===== src/rtl/shot_launch_controller.sv =====
// Player-input front end: aim buttons and hold-to-charge fire become an angle and power,
// which are turned into (v0x, v0y) and handed to the integrator over valid/ready.
module shot_launch_controller #(
  parameter int ANGLE_INIT = 45,
  parameter int ANGLE_MIN  = 15,
  parameter int ANGLE_MAX  = 75,
  parameter int ANGLE_STEP = 5,
  parameter int POWER_MAX  = 255,
  parameter int CHARGE_DIV = 250000
) (
  input  logic              clk,
  input  logic              reset,
  input  logic              btn_fire,
  input  logic              btn_up,
  input  logic              btn_down,
  input  logic              launch_ready,
  input  logic              shot_done,
  output logic [6:0]        angle,
  output logic [7:0]        power,
  output logic              launch_valid,
  output logic signed [9:0] v0x,
  output logic signed [9:0] v0y,
  output logic              busy,
  output logic [2:0]        state_dbg
);

  localparam int CW = (CHARGE_DIV > 1) ? $clog2(CHARGE_DIV) : 1;

  typedef enum logic [2:0] {
    S_IDLE   = 3'd0,
    S_CHARGE = 3'd1,
    S_CALC   = 3'd2,
    S_LAUNCH = 3'd3,
    S_FLIGHT = 3'd4
  } state_t;

  state_t          state_q, state_d;
  logic [6:0]      angle_q, angle_d;
  logic [7:0]      power_q, power_d;
  logic [CW-1:0]   cnt_q, cnt_d;
  logic [9:0]      v0x_q, v0x_d, v0y_q, v0y_d;
  // Bit 0/1 form the synchroniser, bit 2 holds the previous synchronised level for edge detect.
  logic [2:0]      fire_q, up_q, down_q;

  logic            fire, fire_rise, up_rise, down_rise;
  logic [4:0]      lut_idx;
  logic [15:0]     prod_x, prod_y;

  // Unsigned Q1.7 cosine, 5-degree steps from 0 to 90; sine is read as cos(90 - a).
  function automatic logic [7:0] cos_lut(input logic [4:0] idx);
    case (idx)
      5'd0:  cos_lut = 8'd128;  5'd1:  cos_lut = 8'd128;  5'd2:  cos_lut = 8'd126;
      5'd3:  cos_lut = 8'd124;  5'd4:  cos_lut = 8'd120;  5'd5:  cos_lut = 8'd116;
      5'd6:  cos_lut = 8'd111;  5'd7:  cos_lut = 8'd105;  5'd8:  cos_lut = 8'd98;
      5'd9:  cos_lut = 8'd91;   5'd10: cos_lut = 8'd82;   5'd11: cos_lut = 8'd73;
      5'd12: cos_lut = 8'd64;   5'd13: cos_lut = 8'd54;   5'd14: cos_lut = 8'd44;
      5'd15: cos_lut = 8'd33;   5'd16: cos_lut = 8'd22;   5'd17: cos_lut = 8'd11;
      default: cos_lut = 8'd0;
    endcase
  endfunction

  assign fire      = fire_q[1];
  assign fire_rise = fire_q[1] & ~fire_q[2];
  assign up_rise   = up_q[1] & ~up_q[2];
  assign down_rise = down_q[1] & ~down_q[2];

  assign lut_idx = 5'(angle_q / 7'd5);
  assign prod_x  = 16'(power_q) * 16'(cos_lut(lut_idx));
  assign prod_y  = 16'(power_q) * 16'(cos_lut(5'd18 - lut_idx));

  always_comb begin
    state_d = state_q;
    angle_d = angle_q;
    power_d = power_q;
    cnt_d   = cnt_q;
    v0x_d   = v0x_q;
    v0y_d   = v0y_q;
    case (state_q)
      S_IDLE: begin
        if (up_rise && !down_rise)
          angle_d = (angle_q >= 7'(ANGLE_MAX - ANGLE_STEP)) ? 7'(ANGLE_MAX) : angle_q + 7'(ANGLE_STEP);
        else if (down_rise && !up_rise)
          angle_d = (angle_q <= 7'(ANGLE_MIN + ANGLE_STEP)) ? 7'(ANGLE_MIN) : angle_q - 7'(ANGLE_STEP);
        if (fire_rise) begin
          state_d = S_CHARGE;
          power_d = '0;
          cnt_d   = '0;
        end
      end
      S_CHARGE: begin
        if (!fire) begin
          state_d = (power_q == 8'd0) ? S_IDLE : S_CALC;
        end else if (cnt_q == CW'(CHARGE_DIV - 1)) begin
          cnt_d = '0;
          if (power_q < 8'(POWER_MAX)) power_d = power_q + 8'd1;
        end else begin
          cnt_d = cnt_q + CW'(1);
        end
      end
      S_CALC: begin
        v0x_d   = 10'(prod_x >> 7);
        v0y_d   = 10'(prod_y >> 7);
        state_d = S_LAUNCH;
      end
      S_LAUNCH: begin
        if (launch_ready) state_d = S_FLIGHT;
      end
      S_FLIGHT: begin
        if (shot_done) begin
          state_d = S_IDLE;
          power_d = '0;
        end
      end
      default: state_d = S_IDLE;
    endcase
  end

  always_ff @(posedge clk or posedge reset) begin
    if (reset) begin
      state_q <= S_IDLE;
      angle_q <= 7'(ANGLE_INIT);
      power_q <= '0;
      cnt_q   <= '0;
      v0x_q   <= '0;
      v0y_q   <= '0;
      fire_q  <= '0;
      up_q    <= '0;
      down_q  <= '0;
    end else begin
      state_q <= state_d;
      angle_q <= angle_d;
      power_q <= power_d;
      cnt_q   <= cnt_d;
      v0x_q   <= v0x_d;
      v0y_q   <= v0y_d;
      fire_q  <= {fire_q[1:0], btn_fire};
      up_q    <= {up_q[1:0], btn_up};
      down_q  <= {down_q[1:0], btn_down};
    end
  end

  // Handshake: (v0x, v0y) transfer on the rising edge where launch_valid and launch_ready are both high.
  assign launch_valid = (state_q == S_LAUNCH);
  assign busy         = (state_q != S_IDLE);
  assign state_dbg    = state_q;
  assign angle        = angle_q;
  assign power        = power_q;
  assign v0x          = v0x_q;
  assign v0y          = v0y_q;

endmodule


===== config.mk =====
export PLATFORM = sky130hd
export DESIGN_NAME = shot_launch_controller
export DESIGN_NICKNAME = d
export VERILOG_FILES = /design/src/rtl/shot_launch_controller.sv
export SDC_FILE = /design/constraint.sdc
export NUM_CORES = 1
export LEC_CHECK = 0
export ABC_CLOCK_PERIOD_IN_PS = 9300
export CORE_ASPECT_RATIO = 1.2
export CORE_UTILIZATION = 45
export CTS_CLUSTER_DIAMETER = 60
export CTS_CLUSTER_SIZE = 25
export DETAILED_ROUTE_END_ITERATION = 8
export SYNTH_ARGS = -nofsm -noshare
export SYNTH_HDL_FRONTEND = slang
export SYNTH_SLANG_ARGS = --single-unit

===== constraint.sdc =====
create_clock -name clk -period 9.3 [get_ports clk]
set_clock_uncertainty 0.1 [all_clocks]
set_input_delay 2.325 -clock clk [delete_from_list [all_inputs] [get_ports clk]]
set_output_delay 2.325 -clock clk [all_outputs]
set_load 0.05 [all_outputs]

==> impl_metrics.py, run 1 <==
metrics = {
    "yosys": {
        "netlist_area_mm2": 0.00821,
        "yosys.cell_types.count": 83,
        "post-synth-top-count-cell": "inv_1",
        "syn_inst": 960,
        "yosys_register_bits": 63,
        "synth-async-reset-ratio": 1.00,
        "yosysSeqAreaShare": 0.193,
        "synth_adder_area_share": 0.314,
        "yosysTopAreaCell": "dfrtp_1",
        "synth_common_cells": "107 x inv_1, 92 x ha_1, 90 x nand2_1",
        "synth-edff-count": 0,
        "ys.flop_type": "dfrtp_1",
        "ys_top_cells_by_area": "dfrtp_1 18%, fa_1 17%, ha_1 14%",
        "yosys_warnings": 0,
        "synth_top_family_by_area": "adder cells",
        "yosysTopAreaCellShare": 0.180,
        "synth_compound_area_frac": 0.159,
        "synth.area.mux_share": 0.00488,
        "synth-xor-area-share": 0.0363,
        "yosys.area_share.simple": 0.221,
        "syn_avg_cell_area_um2": 8.55,
    },
    "global_routing": {
        "grt_max_degree": 64,
        "grt_pass1_wl_um": 32200,
        "grt_pass1_vias": 6594,
        "grt_overflow": 0,
        "track_usage": 0.213,
        "antenna_found_initial": 0,
    },
    "die": {
        "initial_core_util": 0.463,
        "rows": 53,
        "dieArea_mm2": 0.0188,
        "fp.dieH_um": 150,
        "die_w_um": 125,
        "io_pins": 47,
        "coreArea_mm2": 0.0177,
    },
    "cts": {
        "cts_tree": "built",
        "root_buffer": "clkbuf_16",
        "postCtsSetupBuffers": 0,
        "cts_buffers": 9,
        "clk_pin_slew_ps": 60,
        "numClockSinks": 63,
        "cts_max_path_buffers": 2,
        "clkLatencyLatePin_ps": 350,
        "ctsHoldBuffers": 0,
        "h-tree-depth": 3,
    },
    "cells_and_area": {
        "layout.nets": 1156,
        "insertedDiodeCount": 0,
        "area_growth_syn_to_layout_pct": 12.5,
        "fillers": 1661,
        "drive_above_1_share": 0.0615,
        "final_area_mm2": 0.00923,
    },
    "critical_path": {
        "worstPathRequired_ps": 9400,
        "r2r_cells": 33,
        "slowest_delay_ps": 670,
        "slowest_stage": "dfstp_2",
        "critPathMaxFanout": 14,
        "worst_setup_path_start_kind": "register",
        "worst-r2r-setup-slack_ps": 750,
        "critPathArrivalTime_ps": 8650,
        "rr_endpoint": "v0y[7]",
        "path_class": "reg -> reg",
        "r2r-start": "angle[5]",
        "worst_path_most_repeated_cell": "inv_1",
        "end_kind": "register",
    },
    "placed_design": {
        "routabilityCongestion": 0.845,
        "hpwl_um": 14000,
        "port_buffers": 44,
        "postPlaceCellArea_mm2": 0.00886,
    },
    "sta": {
        "hold_viol": 0,
        "max_freq_mhz": 117,
        "tightest_slew_ps": 969,
        "min_period_ps": 8550,
        "slew_headroom": 0.353,
        "tns_ps": 0,
        "min_period_over_period": 0.920,
        "slew_viol_final": 0,
        "setup_violations": 0,
        "grt_setup_unrepaired": "false",
    },
    "job": {
        "cap_violations": 0,
    },
    "routing": {
        "first_pass_iters": 8,
        "drt-wirelength-per-cell_um": 15.3,
        "drt_iter0_markers": 301,
        "drtAntennaViolNets": 0,
        "wirelength_um": 18500,
        "vias": 6650,
        "via_per_inst": 5.49,
        "drc": 4,
    },
    "power": {
        "powerDensity_mw_per_mm2": 328,
        "p_int_mw": 1.35,
        "p_sw_mw": 1.67,
        "peakVddDrop_v": 0.000198,
        "swShare": 0.553,
        "power.leakage_nw": 4.55,
        "power_frac_seq": 0.135,
        "p_clk_frac": 0.135,
        "combPwrFrac": 0.730,
    },
    "min_path": {
        "min_from": "up_q[0]",
        "hp-class": "reg -> reg",
        "hold_end": "up_q[1]",
        "holdPathStages": 0,
    },
    "outcome": {
        "failed_checks": "design-rule violations",
        "status": "finished, violations left",
    },
}
[critical path, delay by kind of cell, from the launching register on]
| family | cells | cell delay, ps |
|---|---|---|
| buffers and inverters | 6 | 540 |
| XOR/XNOR | 2 | 460 |
| adder cells (fa/ha/maj) | 7 | 3060 |
| AND/OR/NAND/NOR | 8 | 1340 |
| flip-flops | 1 | 670 |
| AO/OA/AOI/OAI | 10 | 2230 |
[how the worst max path moves through the flow]
stage	from	cells past startpoint	end
2_1_floorplan	angle[1]	37	v0y[7]
3_3_place_gp	angle[5]	36	v0y[7]
3_5_place_dp	angle[5]	36	v0y[6]
4_1_cts	angle[5]	36	v0y[7]
5_1_grt	angle[5]	33	v0y[7]
6_report	angle[5]	33	v0y[7]
[placed cells by master (no fill, tap or decap), drive strengths merged, types with 5 or more instances in the layout]
cell / count
o22ai: 8
fa: 70
nand3: 25
and3: 13
ha: 92
a21oi: 42
a31oi: 8
nor2: 62
xor2: 17
dfrtp: 59
and2: 59
a21o: 9
a211oi: 8
nand2b: 16
o31ai: 11
nor3: 13
or2: 6
buf: 15
clkbuf: 10
clkdlybuf4s50: 44
o211ai: 5
nor2b: 34
xnor2: 17
inv: 109
nand2: 90
o21a: 8
o21ai: 48
or3: 7
[repair_timing]
item | 4_1_cts | 5_1_grt
hold endpoints to repair | 0 | 0
endpoints found under the setup margin | 0 | 5
resized for setup | 0 | 4
[power by group through the flow]
stage          logic (mW)  registers [mW]  clock network, mW
2_1_floorplan        1.46           0.458                  0
3_3_place_gp         2.17           0.414                  0
3_5_place_dp         2.16           0.413                  0
4_1_cts              2.18           0.408              0.420
5_1_grt              2.43           0.419              0.430
6_report             2.21           0.408              0.409
[cells by family (layout without fill, tap and decap cells)]
logic type                 after synthesis  in the layout
DFF                                     63             63
muxes                                    4              4
xor gates and xnor gates                34             34
buffers and inverters                  153            184
adders and majority gates              164            164
other                                    1              2
AOI/OAI and AO/OA                      191            191
and+or+nand+nor                        350            350
[metal layers]
layer / GRT usage / up-vias / wire length [µm]
li1: - / 3287 / -
met1: 0.277 / 3266 / 8680
met2: 0.370 / 83 / 9190
met3: 0.0279 / 14 / 406
met4: 0.0598 / 0 / 265
met5: 0 / - / 0
[per-stage QoR]
stage                     instances   util  hold slack [ps]  worst slack, ps  total power [mW]
after floorplan                 961      -              231              817              1.92
after global placement         1196  0.500              235              787              2.59
after detailed placement       1196  0.500              242              547              2.58
after CTS                      1212  0.520              253              505              3.01
after global routing           1212  0.521              262             4.65              3.28
final                          1212  0.521              250              747              3.02
[registers in the layout, summed over array words and instances, names as in the netlist]
register	flops
power	8
up_q	3
state_dbg	3
cnt_q	18
fire_q	3
v0x	9
down_q	3
v0y	9
angle	7
[area by class of cell]
class	instances	area, µm²	area share
multi-input cells	745	6060	0.656
flip-flops and latches	63	1580	0.171
repair buffers	59	553	0.0599
inverters	109	409	0.0443
well taps	220	275	0.0298
clock buffers	10	239	0.0259
clock inverters	6	116	0.0126
No activity file was read; power rests on OpenSTA's default activity.
==> run 2: changes to the inputs <==
--- a/config.mk
+++ b/config.mk
@@ -6,6 +6,7 @@
 export NUM_CORES = 1
 export LEC_CHECK = 0
 export ABC_CLOCK_PERIOD_IN_PS = 9300
+export CAP_MARGIN = 20
 export CORE_ASPECT_RATIO = 1.2
 export CORE_UTILIZATION = 45
 export CTS_CLUSTER_DIAMETER = 60
==> results of run 2 <==
No change in the layout: final DEF, timing and power equal those of run 1.
==> run 3: changes to the inputs <==
--- a/config.mk
+++ b/config.mk
@@ -5,7 +5,6 @@
 export SDC_FILE = /design/constraint.sdc
 export NUM_CORES = 1
 export LEC_CHECK = 0
-export ABC_CLOCK_PERIOD_IN_PS = 9300
 export CAP_MARGIN = 20
 export CORE_ASPECT_RATIO = 1.2
 export CORE_UTILIZATION = 45
==> results of run 3 <==
No change in the layout: final DEF, timing and power equal those of run 1.
